File: src/rtl/lab3_multicycle_cla_adder_if.sv
// ---------------------------------------------------------------------------
// lab3_multicycle_cla_adder_if
// Bundles the operand/request and result/status signals of the multi-cycle
// CLA adder so a controller and the adder connect with a single port.
//
// Optional feature macro: SUB_EN (adds the 'sub' request bit).
//
// Signals:
//   start  controller -> adder  request, honoured only while the adder idles
//   A, B   controller -> adder  WIDTH-bit operands, captured on acceptance
//   Cin    controller -> adder  carry-in, captured on acceptance
//   sub    controller -> adder  (SUB_EN only) 1 = compute A-B
//   busy   adder -> controller  slices are being processed
//   done   adder -> controller  one-cycle pulse, result valid
//   Sum    adder -> controller  registered WIDTH-bit result
//   Cout   adder -> controller  carry out of the MSB
//   Ovf    adder -> controller  signed overflow
//
// Modports: master = controller side, slave = adder side.
// ---------------------------------------------------------------------------
interface lab3_multicycle_cla_adder_if #(
    parameter int WIDTH = 16
);
    logic             start;
    logic [WIDTH-1:0] A;
    logic [WIDTH-1:0] B;
    logic             Cin;
`ifdef SUB_EN
    logic             sub;
`endif
    logic             busy;
    logic             done;
    logic [WIDTH-1:0] Sum;
    logic             Cout;
    logic             Ovf;

    modport master (
`ifdef SUB_EN
        output sub,
`endif
        output start, A, B, Cin,
        input  busy, done, Sum, Cout, Ovf
    );

    modport slave (
`ifdef SUB_EN
        input  sub,
`endif
        input  start, A, B, Cin,
        output busy, done, Sum, Cout, Ovf
    );
endinterface

File: src/rtl/lab3_multicycle_cla_adder.sv
// ---------------------------------------------------------------------------
// lab3_multicycle_cla_adder
// Adds two WIDTH-bit operands one 4-bit carry-lookahead slice per clock,
// least-significant nibble first. A registered carry links consecutive
// slices, so the per-cycle combinational path is a single 4-bit lookahead
// slice. A start/busy/done handshake frames each operation:
//   IDLE --start--> RUN (N = WIDTH/4 cycles) --> DONE (1 cycle) --> IDLE
//
// Optional feature macro: SUB_EN. When defined, a 'sub' request bit selects
// A-B (B captured inverted, carry-in forced to 1, Cin ignored).
//
// Ports:
//   clk  rising-edge clock
//   rst  asynchronous, active-high reset
//   bus  slave side of lab3_multicycle_cla_adder_if (start, A, B, Cin,
//        [sub] in; busy, done, Sum, Cout, Ovf out)
// ---------------------------------------------------------------------------
module lab3_multicycle_cla_adder #(
    parameter int WIDTH = 16
) (
    input  logic                          clk,
    input  logic                          rst,
    lab3_multicycle_cla_adder_if.slave    bus
);

    localparam int N  = WIDTH / 4;
    localparam int KW = (N > 1) ? $clog2(N) : 1;
    localparam logic [KW-1:0] LAST_K = KW'(N - 1);

    generate
        if ((WIDTH % 4) != 0 || WIDTH < 4) begin : g_bad_width
            $error("lab3_multicycle_cla_adder: WIDTH must be a multiple of 4 and >= 4");
        end
    endgenerate

    typedef enum logic [1:0] {
        IDLE = 2'd0,
        RUN  = 2'd1,
        DONE = 2'd2
    } state_t;

    state_t           state_q, state_d;
    logic [KW-1:0]    k_q, k_d;
    logic             carry_q, carry_d;
    logic [WIDTH-1:0] work_q, work_d;
    logic [WIDTH-1:0] sum_q, sum_d;
    logic             cout_q, cout_d;
    logic             ovf_q, ovf_d;

    // Operand registers: only meaningful after a load, so they carry no reset.
    logic [WIDTH-1:0] a_q, b_q;
    logic             load;

    logic [WIDTH-1:0] b_in;
    logic             cin_in;

    logic [3:0]       a_nib, b_nib, s_nib;
    logic             c3, c4;

    // One 4-bit lookahead slice. Returns {c4, c3, sum[3:0]}.
    // Carries are flattened sum-of-products so no carry ripples within the
    // slice; c3 is kept for the signed-overflow term of the last slice.
    function automatic logic [5:0] cla4(input logic [3:0] a,
                                        input logic [3:0] b,
                                        input logic       c0);
        logic [3:0] p, g, c;
        logic       c4_f;
        p    = a ^ b;
        g    = a & b;
        c[0] = c0;
        c[1] = g[0] | (p[0] & c0);
        c[2] = g[1] | (p[1] & g[0]) | (p[1] & p[0] & c0);
        c[3] = g[2] | (p[2] & g[1]) | (p[2] & p[1] & g[0])
                    | (p[2] & p[1] & p[0] & c0);
        c4_f = g[3] | (p[3] & g[2]) | (p[3] & p[2] & g[1])
                    | (p[3] & p[2] & p[1] & g[0])
                    | (p[3] & p[2] & p[1] & p[0] & c0);
        return {c4_f, c[3], p ^ c};
    endfunction

    // Operand conditioning at the accepting edge.
`ifdef SUB_EN
    // Two's-complement subtraction: A + ~B + 1.
    assign b_in   = bus.sub ? ~bus.B : bus.B;
    assign cin_in = bus.sub ? 1'b1   : bus.Cin;
`else
    assign b_in   = bus.B;
    assign cin_in = bus.Cin;
`endif

    // Current slice selected by the counter, chained through carry_q.
    assign a_nib = a_q[4*k_q +: 4];
    assign b_nib = b_q[4*k_q +: 4];
    assign {c4, c3, s_nib} = cla4(a_nib, b_nib, carry_q);

    // State and control/result registers.
    always_ff @(posedge clk or posedge rst) begin
        if (rst) begin
            state_q <= IDLE;
            k_q     <= '0;
            carry_q <= 1'b0;
            work_q  <= '0;
            sum_q   <= '0;
            cout_q  <= 1'b0;
            ovf_q   <= 1'b0;
        end else begin
            state_q <= state_d;
            k_q     <= k_d;
            carry_q <= carry_d;
            work_q  <= work_d;
            sum_q   <= sum_d;
            cout_q  <= cout_d;
            ovf_q   <= ovf_d;
        end
    end

    always_ff @(posedge clk) begin
        if (load) begin
            a_q <= bus.A;
            b_q <= b_in;
        end
    end

    // Next-state and datapath control.
    always_comb begin
        state_d = state_q;
        k_d     = k_q;
        carry_d = carry_q;
        work_d  = work_q;
        sum_d   = sum_q;
        cout_d  = cout_q;
        ovf_d   = ovf_q;
        load    = 1'b0;

        case (state_q)
            IDLE: begin
                if (bus.start) begin
                    load    = 1'b1;
                    k_d     = '0;
                    carry_d = cin_in;
                    work_d  = '0;
                    state_d = RUN;
                end
            end

            RUN: begin
                work_d[4*k_q +: 4] = s_nib;
                carry_d            = c4;
                if (k_q == LAST_K) begin
                    // Publish the whole word at once so Sum never shows a
                    // partially built result.
                    sum_d   = work_d;
                    cout_d  = c4;
                    ovf_d   = c3 ^ c4;
                    k_d     = '0;
                    state_d = DONE;
                end else begin
                    k_d = k_q + 1'b1;
                end
            end

            DONE: begin
                state_d = IDLE;
            end

            default: begin
                state_d = IDLE;
            end
        endcase
    end

    assign bus.busy = (state_q == RUN);
    assign bus.done = (state_q == DONE);
    assign bus.Sum  = sum_q;
    assign bus.Cout = cout_q;
    assign bus.Ovf  = ovf_q;

endmodule

File: src/flat_wrapper.sv
// flat-port wrapper written by rule: the top's interface ports become plain ports
module lab3_multicycle_cla_adder_flat 
#(
    parameter int WIDTH = 16
)
  (clk, rst, bus_start, bus_A, bus_B, bus_Cin, bus_busy, bus_done, bus_Sum, bus_Cout, bus_Ovf);
  lab3_multicycle_cla_adder_if #(.WIDTH(WIDTH)) bus_i ();
  input  logic clk;
  input  logic rst;
  input wire logic [$bits(bus_i.start)-1:0] bus_start;
  input wire logic [$bits(bus_i.A)-1:0] bus_A;
  input wire logic [$bits(bus_i.B)-1:0] bus_B;
  input wire logic [$bits(bus_i.Cin)-1:0] bus_Cin;
  output wire logic [$bits(bus_i.busy)-1:0] bus_busy;
  output wire logic [$bits(bus_i.done)-1:0] bus_done;
  output wire logic [$bits(bus_i.Sum)-1:0] bus_Sum;
  output wire logic [$bits(bus_i.Cout)-1:0] bus_Cout;
  output wire logic [$bits(bus_i.Ovf)-1:0] bus_Ovf;
  assign bus_i.start = bus_start;
  assign bus_i.A = bus_A;
  assign bus_i.B = bus_B;
  assign bus_i.Cin = bus_Cin;
  assign bus_busy = bus_i.busy;
  assign bus_done = bus_i.done;
  assign bus_Sum = bus_i.Sum;
  assign bus_Cout = bus_i.Cout;
  assign bus_Ovf = bus_i.Ovf;
  lab3_multicycle_cla_adder #(.WIDTH(WIDTH)) u_core (.clk(clk), .rst(rst), .bus(bus_i));
endmodule
File: config.mk
export PLATFORM = sky130hd
export DESIGN_NAME = lab3_multicycle_cla_adder_flat
export DESIGN_NICKNAME = d
export VERILOG_FILES = /design/src/rtl/lab3_multicycle_cla_adder_if.sv /design/src/rtl/lab3_multicycle_cla_adder.sv /design/src/flat_wrapper.sv
export SDC_FILE = /design/constraint.sdc
export NUM_CORES = 1
export LEC_CHECK = 0
export CELL_PAD_IN_SITES_DETAIL_PLACEMENT = 0
export CELL_PAD_IN_SITES_GLOBAL_PLACEMENT = 1
export CORE_MARGIN = 3
export CORE_UTILIZATION = 38
export CTS_CLUSTER_SIZE = 30
export DETAILED_ROUTE_END_ITERATION = 12
export PLACE_DENSITY = 0.76
export SYNTH_ARGS = -nofsm -noshare
export SYNTH_HDL_FRONTEND = slang
export SYNTH_SLANG_ARGS = --single-unit
File: constraint.sdc
create_clock -name clk -period 2.5 [get_ports clk]
set_input_delay 0.5 -clock clk [delete_from_list [all_inputs] [get_ports clk]]
set_output_delay 0.5 -clock clk [all_outputs]
set_load 0.03 [all_outputs]
# Word-level counts from Yosys, hierarchy flattened
# Index checks and enable logic that the tools add are counted.
[word_totals] in_bits=36 regBits=71 word_cells=68
[classes] mux=13 n_shift=4 bitwise=30 eq_ne=5 add_sub_neg=2 n_reduce_logical=5
[op_table] op="4-bit negation with 34-bit output" count=1
[op_table] op="4-bit by 34-bit variable shift with 16-bit output (first input constant)" count=1
[op_table] op="4-bit by 34-bit indexed part select with 16-bit output" count=1
[op_table] op="16-bit case mux with 2 select lines" count=1
[op_table] op="16-bit by 5-bit indexed part select with 4-bit output" count=2
[op_table] op="1-bit bitwise AND" count=16
[op_table] op="16-bit bitwise mux" count=1
[op_table] op="16-bit two-way mux" count=1
[op_table] op="1-bit bitwise OR" count=10
[op_table] op="2-bit two-way mux" count=4
[op_table] op="2-bit case mux with 2 select lines" count=2
[op_table] op="4-bit bitwise XOR" count=2
[op_table] op="2-bit AND reduction" count=3
[op_table] op="4-bit bitwise AND" count=1
[op_table] op="2-bit == test (second input constant)" count=2
[op_table] op="1-bit two-way mux" count=3
[op_table] op="2-bit by 1-bit adder with 2-bit output (second input constant)" count=1
[op_table] op="2-bit by 1-bit == test with 1-bit output (second input constant)" count=1
[op_table] op="2-bit logical NOT" count=1
[op_table] op="2-bit by 1-bit inequality test with 1-bit output (second input constant)" count=1
[op_table] op="2-bit inequality test (second input constant)" count=1
[op_table] op="1-bit case mux with 2 select lines" count=1
[op_table] op="2-bit nonzero test" count=1
[op_table] op="1-bit bitwise XOR" count=1

# Logic depth before layout (Yosys ltp)
[depth] depth_word=10 mapped_depth=8 mapped_depth_nobuf=6

# Worst setup path after synthesis
# No wires, ideal clock.
[synth_timing] path_kind="reg2reg" start="register u_core.k_q[0]" end="register u_core.sum_q[15] (netlist: u_core.bus.Sum[15])" required_ns=2.365 setup_ns=0.135 synth_period_minus_slack_ns=2.571 n_path_buf=2 arrival_ns=2.437 path_stages_with_launch=9 slack_ns=-0.071 path_cell_list="dfrtp_1 buf_2 mux4_2 ha_1 buf_4 a41oi_1 o21ai_2 xnor2_2 o31ai_1"
[synth_via] elab_chain_len=9 word_cells_on_any_way=26
[synth_rtl] element="start, declared" line_no="lab3_multicycle_cla_adder.sv:43" source="logic [KW-1:0] k_q, k_d;"
[synth_rtl] element="start signal, assigned" line_no="lab3_multicycle_cla_adder.sv:108" source="k_q <= k_d;"
[synth_rtl] element="16-bit by 5-bit indexed part select with 4-bit output (on tied branches)" line_no="lab3_multicycle_cla_adder.sv:92, lab3_multicycle_cla_adder.sv:93"
[synth_rtl] element="4-bit bitwise XOR / 4-bit bitwise AND (equally long branches)" line_no="lab3_multicycle_cla_adder.sv:68, lab3_multicycle_cla_adder.sv:69"
[synth_rtl] element="1-bit bitwise AND (on tied branches)" line_no="lab3_multicycle_cla_adder.sv:73, lab3_multicycle_cla_adder.sv:74"
[synth_rtl] element="1-bit bitwise OR (tied with other cells)" line_no="lab3_multicycle_cla_adder.sv:73" source="c[3] = g[2] | (p[2] & g[1]) | (p[2] & p[1] & g[0])"
[synth_rtl] element="1-bit bitwise OR / 1-bit bitwise AND (equally long branches)" line_no="lab3_multicycle_cla_adder.sv:73, lab3_multicycle_cla_adder.sv:74"
[synth_rtl] element="1-bit bitwise OR" line_no="lab3_multicycle_cla_adder.sv:74" source="| (p[2] & p[1] & p[0] & c0);"
[synth_rtl] element="4-bit bitwise XOR" line_no="lab3_multicycle_cla_adder.sv:78" source="return {c4_f, c[3], p ^ c};"
[synth_rtl] element="4-bit by 34-bit indexed part select with 16-bit output" line_no="lab3_multicycle_cla_adder.sv:147" source="work_d[4*k_q +: 4] = s_nib;"
[synth_rtl] element="16-bit bitwise mux" line_no="lab3_multicycle_cla_adder.sv:147"
[synth_rtl] element="end signal, assigned" line_no="lab3_multicycle_cla_adder.sv:111" source="sum_q <= sum_d;"
[synth_rtl] element="end, declared" line_no="lab3_multicycle_cla_adder.sv:46" source="logic [WIDTH-1:0] sum_q, sum_d;"
# Several ways; a longest one is shown, not always the timed one.
# A chain may end at the register's enable or synchronous reset.

# Worst setup path after layout
[layout_timing] start="register u_core.k_q[0]" end="register u_core.work_q[9]"
[layout_via] elab_chain_len=10 word_cells_on_any_way=25
[layout_rtl] element="16-bit by 5-bit indexed part select with 4-bit output (on tied branches)" line_no="lab3_multicycle_cla_adder.sv:92, lab3_multicycle_cla_adder.sv:93"
[layout_rtl] element="4-bit bitwise XOR / 4-bit bitwise AND (equally long branches)" line_no="lab3_multicycle_cla_adder.sv:68, lab3_multicycle_cla_adder.sv:69"
[layout_rtl] element="1-bit bitwise AND (on tied branches)" line_no="lab3_multicycle_cla_adder.sv:73, lab3_multicycle_cla_adder.sv:74"
[layout_rtl] element="1-bit bitwise OR (tied with other cells)" line_no="lab3_multicycle_cla_adder.sv:73"
[layout_rtl] element="1-bit bitwise OR / 1-bit bitwise AND (equally long branches)" line_no="lab3_multicycle_cla_adder.sv:73, lab3_multicycle_cla_adder.sv:74"
[layout_rtl] element="1-bit bitwise OR" line_no="lab3_multicycle_cla_adder.sv:74"
[layout_rtl] element="4-bit bitwise XOR" line_no="lab3_multicycle_cla_adder.sv:78"
[layout_rtl] element="4-bit by 34-bit indexed part select with 16-bit output" line_no="lab3_multicycle_cla_adder.sv:147"
[layout_rtl] element="16-bit bitwise mux *" line_no="lab3_multicycle_cla_adder.sv:147"
[layout_rtl] element="16-bit case mux with 2 select lines *" line_no="lab3_multicycle_cla_adder.sv:135" source="case (state_q)"
[layout_rtl] element="end signal, assigned" line_no="lab3_multicycle_cla_adder.sv:110" source="work_q <= work_d;"
[layout_rtl] element="end, declared" line_no="lab3_multicycle_cla_adder.sv:45" source="logic [WIDTH-1:0] work_q, work_d;"
# Every way passes the cells marked *; elsewhere a longest branch is shown, timed or not.

==> run_results.csv <==
group,metric,value,unit
sta,relSlewSlack,0.6501,
place,hpwl,4856,um
layout,final_cell_mix,"clkdlybuf4s50_1, dfrtp_1, edfxtp_1, nor2_1",
critical_path,path_buf_inv,1,
clock_network,numCtsBuffers,9,
sta,fin_crit,2.370,ns
min_path,whs_endpoint,"u_core.work_q[3]",
layout,layout_commonest_cell,"clkdlybuf4s50_1",
critical_path,r2r_start,"u_core.k_q[0]",
grt,antenna_found_initial,0,
drt,ant_nets,0,
critical_path,required,2.79,ns
synth,yosysWarnings,0,
sta,worstMarginPinSlew,0.5206,ns
critical_path,setup.worst_path.end_class,"flop",
synth,synth_area_per_cell,13.33,um2
floorplanning,num_rows,33,
synth,synth_fp_nets,291,
place,port-buffer-count,55,
place,placed_area,0.003985,mm2
grt,grt_max_degree,40,
synth,ys.flop_type,"dfrtp_1",
clock_network,clk_pin_slew_worst_paths,0.08,ns
sta,maxSlewViolCount,0,
floorplanning,initial_core_util,0.3921,
critical_path,critical-path-max-stage-delay,0.57,ns
clock_network,clk-insertion-delay-late,0.34,ns
grt,grt_pass1_wl,11350,um
synth,netlist_area,0.003238,mm2
drt,viasPerCell,5.248,
min_path,min_path_type,"flop to flop",
min_path,hold_start,"u_core.work_q[3]",
critical_path,crit_arrival,2.66,ns
drt,wl_per_cell,16.08,um
critical_path,crit_path_start_kind,"flop",
synth,synth_cells,243,
layout,antenna_cells,0,
synth,synth_cell_type_count,42,
synth,synth-simple-area-share,0.1020,
pwr,power.leakage,1.657,nW
sta,setup_tns,0,ns
layout,multiInputGateArea,0.001275,mm2
synth,async_reset_ff_frac,0.5493,
drt,postRouteWirelength,6800,um
floorplanning,dieArea,0.009665,mm2
floorplanning,io_pins,56,
sta,hold_viol_final,0,
min_path,holdPathStages,2,
grt,grt_pass1_vias,2239,
drt,vias,2220,
synth,synth-compound-area-share,0.1387,
place,gp_congestion,0.8035,
critical_path,reg2reg_depth,6,
layout,fin_nets,361,
drt,drc_errors,0,
sta,min_period_over_period,0.9480,
synth,ys_seq_elements,71,
layout,drive_above_1_share,0.1824,
drt,initialDrtViolationCount,103,
synth,synth_top_family_by_area,"compound AO/OA/AOI/OAI gates",
critical_path,crit_family,"multiplexers",
outcome,status,"completed",
grt,grt_overflow,0,
critical_path,worstPathCellList,"buf_4, mux4_2, fa_1, xor2_2, and2_1, a22o_1",
critical_path,timing.rr.end,"u_core.work_q[9]",
floorplanning,die_y,98.31,um
layout,areaGrowthSynthToFinish,30.83,%
pwr,peakVddDrop,0.5639,mV
layout,n_fill_cell,750,
layout,final_cell_area,0.004237,mm2
floorplanning,fp.dieW,98.31,um
floorplanning,fp.coreArea,0.008258,mm2
synth,synth_adder_area_share,0.04869,
layout,seq_area,0.001937,mm2
synth,synth_edf_count,32,
clock_network,cts_tree,"yes",
clock_network,cts.sinks,71,
critical_path,rrSetupSlack,0.13,ns
sta,fin_skew,0.006754,ns
drt,drtPass1Iterations,4,
flow_run,drv_cap,0,
critical_path,cp_slowest_cell,"mux4_2",
synth,ys_seq_area_frac,0.5981,
sta,max_freq,421.9,MHz
critical_path,crit_fanout,5,
pwr,powerDensity,1412,mW/mm2
synth,synthXorXnorAreaFrac,0.01043,
clock_network,cts_max_path_buffers,2,
synth,synth_mux_area_frac,0.07110,
sta,rsz0062_at_grt,"no",
critical_path,crit_type,"flop to flop",
sta,setup_violations,0,
clock_network,cts_root_buf,"clkbuf_8",
grt,grt_usage,0.1478,
clock_network,cts_max_level,3,
## power breakdown
group / switching [W] / internal [W]
registers: 0.000209 / 0.00161
logic: 0.00195 / 0.00140
clock network: 0.000460 / 0.000359
## stage by stage
step	utilization	setup slack, ns	power, W	hold slack (ns)	std cells
floorplan	-	0.009916	0.003904	0.4404	243
global placement	0.4826	0.008525	0.004832	0.4553	406
detailed placement	0.4826	0.05182	0.004880	0.4664	406
CTS	0.5035	0.02297	0.005706	0.4858	422
global route	0.5130	0.01541	0.006383	0.5040	423
finish	0.5130	0.1299	0.005984	0.4841	423
## synth_stat cells (2+ instances only)
cell | n | share of area
clkbuf_1 | 3 | 0.0035
buf_2 | 5 | 0.0077
a22o_1 | 5 | 0.014
mux2i_1 | 5 | 0.015
inv_2 | 2 | 0.0023
nor3_1 | 2 | 0.0031
a21oi_1 | 8 | 0.012
buf_4 | 2 | 0.0046
a32o_1 | 8 | 0.025
nand2_1 | 14 | 0.016
o31ai_1 | 9 | 0.021
inv_1 | 10 | 0.012
o21ai_0 | 3 | 0.0046
edfxtp_1 | 32 | 0.30
a221oi_1 | 8 | 0.022
nand3_1 | 8 | 0.012
nand2b_1 | 5 | 0.0097
or3_2 | 2 | 0.0046
a21o_1 | 5 | 0.012
dfrtp_1 | 39 | 0.30
nor3b_1 | 3 | 0.0070
ha_1 | 11 | 0.043
mux4_2 | 8 | 0.056
a311oi_1 | 3 | 0.0081
o22ai_1 | 2 | 0.0039
nor2_1 | 25 | 0.029
## worst max-delay path by stage
stage	start	to	cells past startpoint
CTS	u_core.k_q[0]	u_core.work_q[9]	6
global placement	u_core.k_q[0]	u_core.work_q[9]	6
detailed placement	u_core.k_q[0]	u_core.work_q[5]	6
global route	u_core.k_q[0]	u_core.work_q[9]	6
finish	u_core.k_q[0]	u_core.work_q[9]	6
floorplan	u_core.k_q[0]	u_core.bus.Sum[15]	8
## layer usage
layer / global-route usage / routed length, um / part of all wire / vias to the layer above
li1: - / - / - / 1061
met1: 0.2034 / 3127 / 0.46 / 1091
met2: 0.2257 / 3236 / 0.48 / 63
met3: 0.05071 / 395 / 0.058 / 5
met4: 0.03782 / 41 / 0.0060 / 0
met5: 0 / 0 / 0 / -
## cell families (layout without fill, tap and decap cells)
group	count (synthesis)	in the layout
compound gates	56	56
xor+xnor	3	3
fa+ha+maj	12	12
buf+inv	23	98
flops	71	71
mux	13	13
simple gates	65	65
## final cells by class
type                       count  share of cell area
clock inverter                 7             0.01152
inverter                      12             0.01063
clock buffer                   9             0.02924
timing repair buffer          70              0.1595
multi-input combinational    149              0.3009
sequential                    71              0.4572
tap                          105             0.03101
## worst register-to-register path: cells and delay by family (launching register included)
kind	cells	cell delay, ns
compound gates	1	0.17
fa+ha+maj	1	0.46
simple gates	1	0.28
buf+inv	1	0.15
xor+xnor	1	0.34
flops	1	0.35
mux	1	0.57
## registers in the layout (all words and copies together), names as in the netlist
register / cells
u_core.a_q: 16
u_core.b_q: 16
u_core.bus.Cout: 1
u_core.bus.Ovf: 1
u_core.bus.Sum: 16
u_core.carry_q: 1
u_core.k_q: 2
u_core.state_q: 2
u_core.work_q: 16
## timing repair
action / CTS / global route
hold buffers: 0 / 0
setup endpoints to repair: 0 / 18
resized for setup: 0 / 10
buffers inserted: 0 / 1
Note: power is estimated with default switching activity, not from simulation.
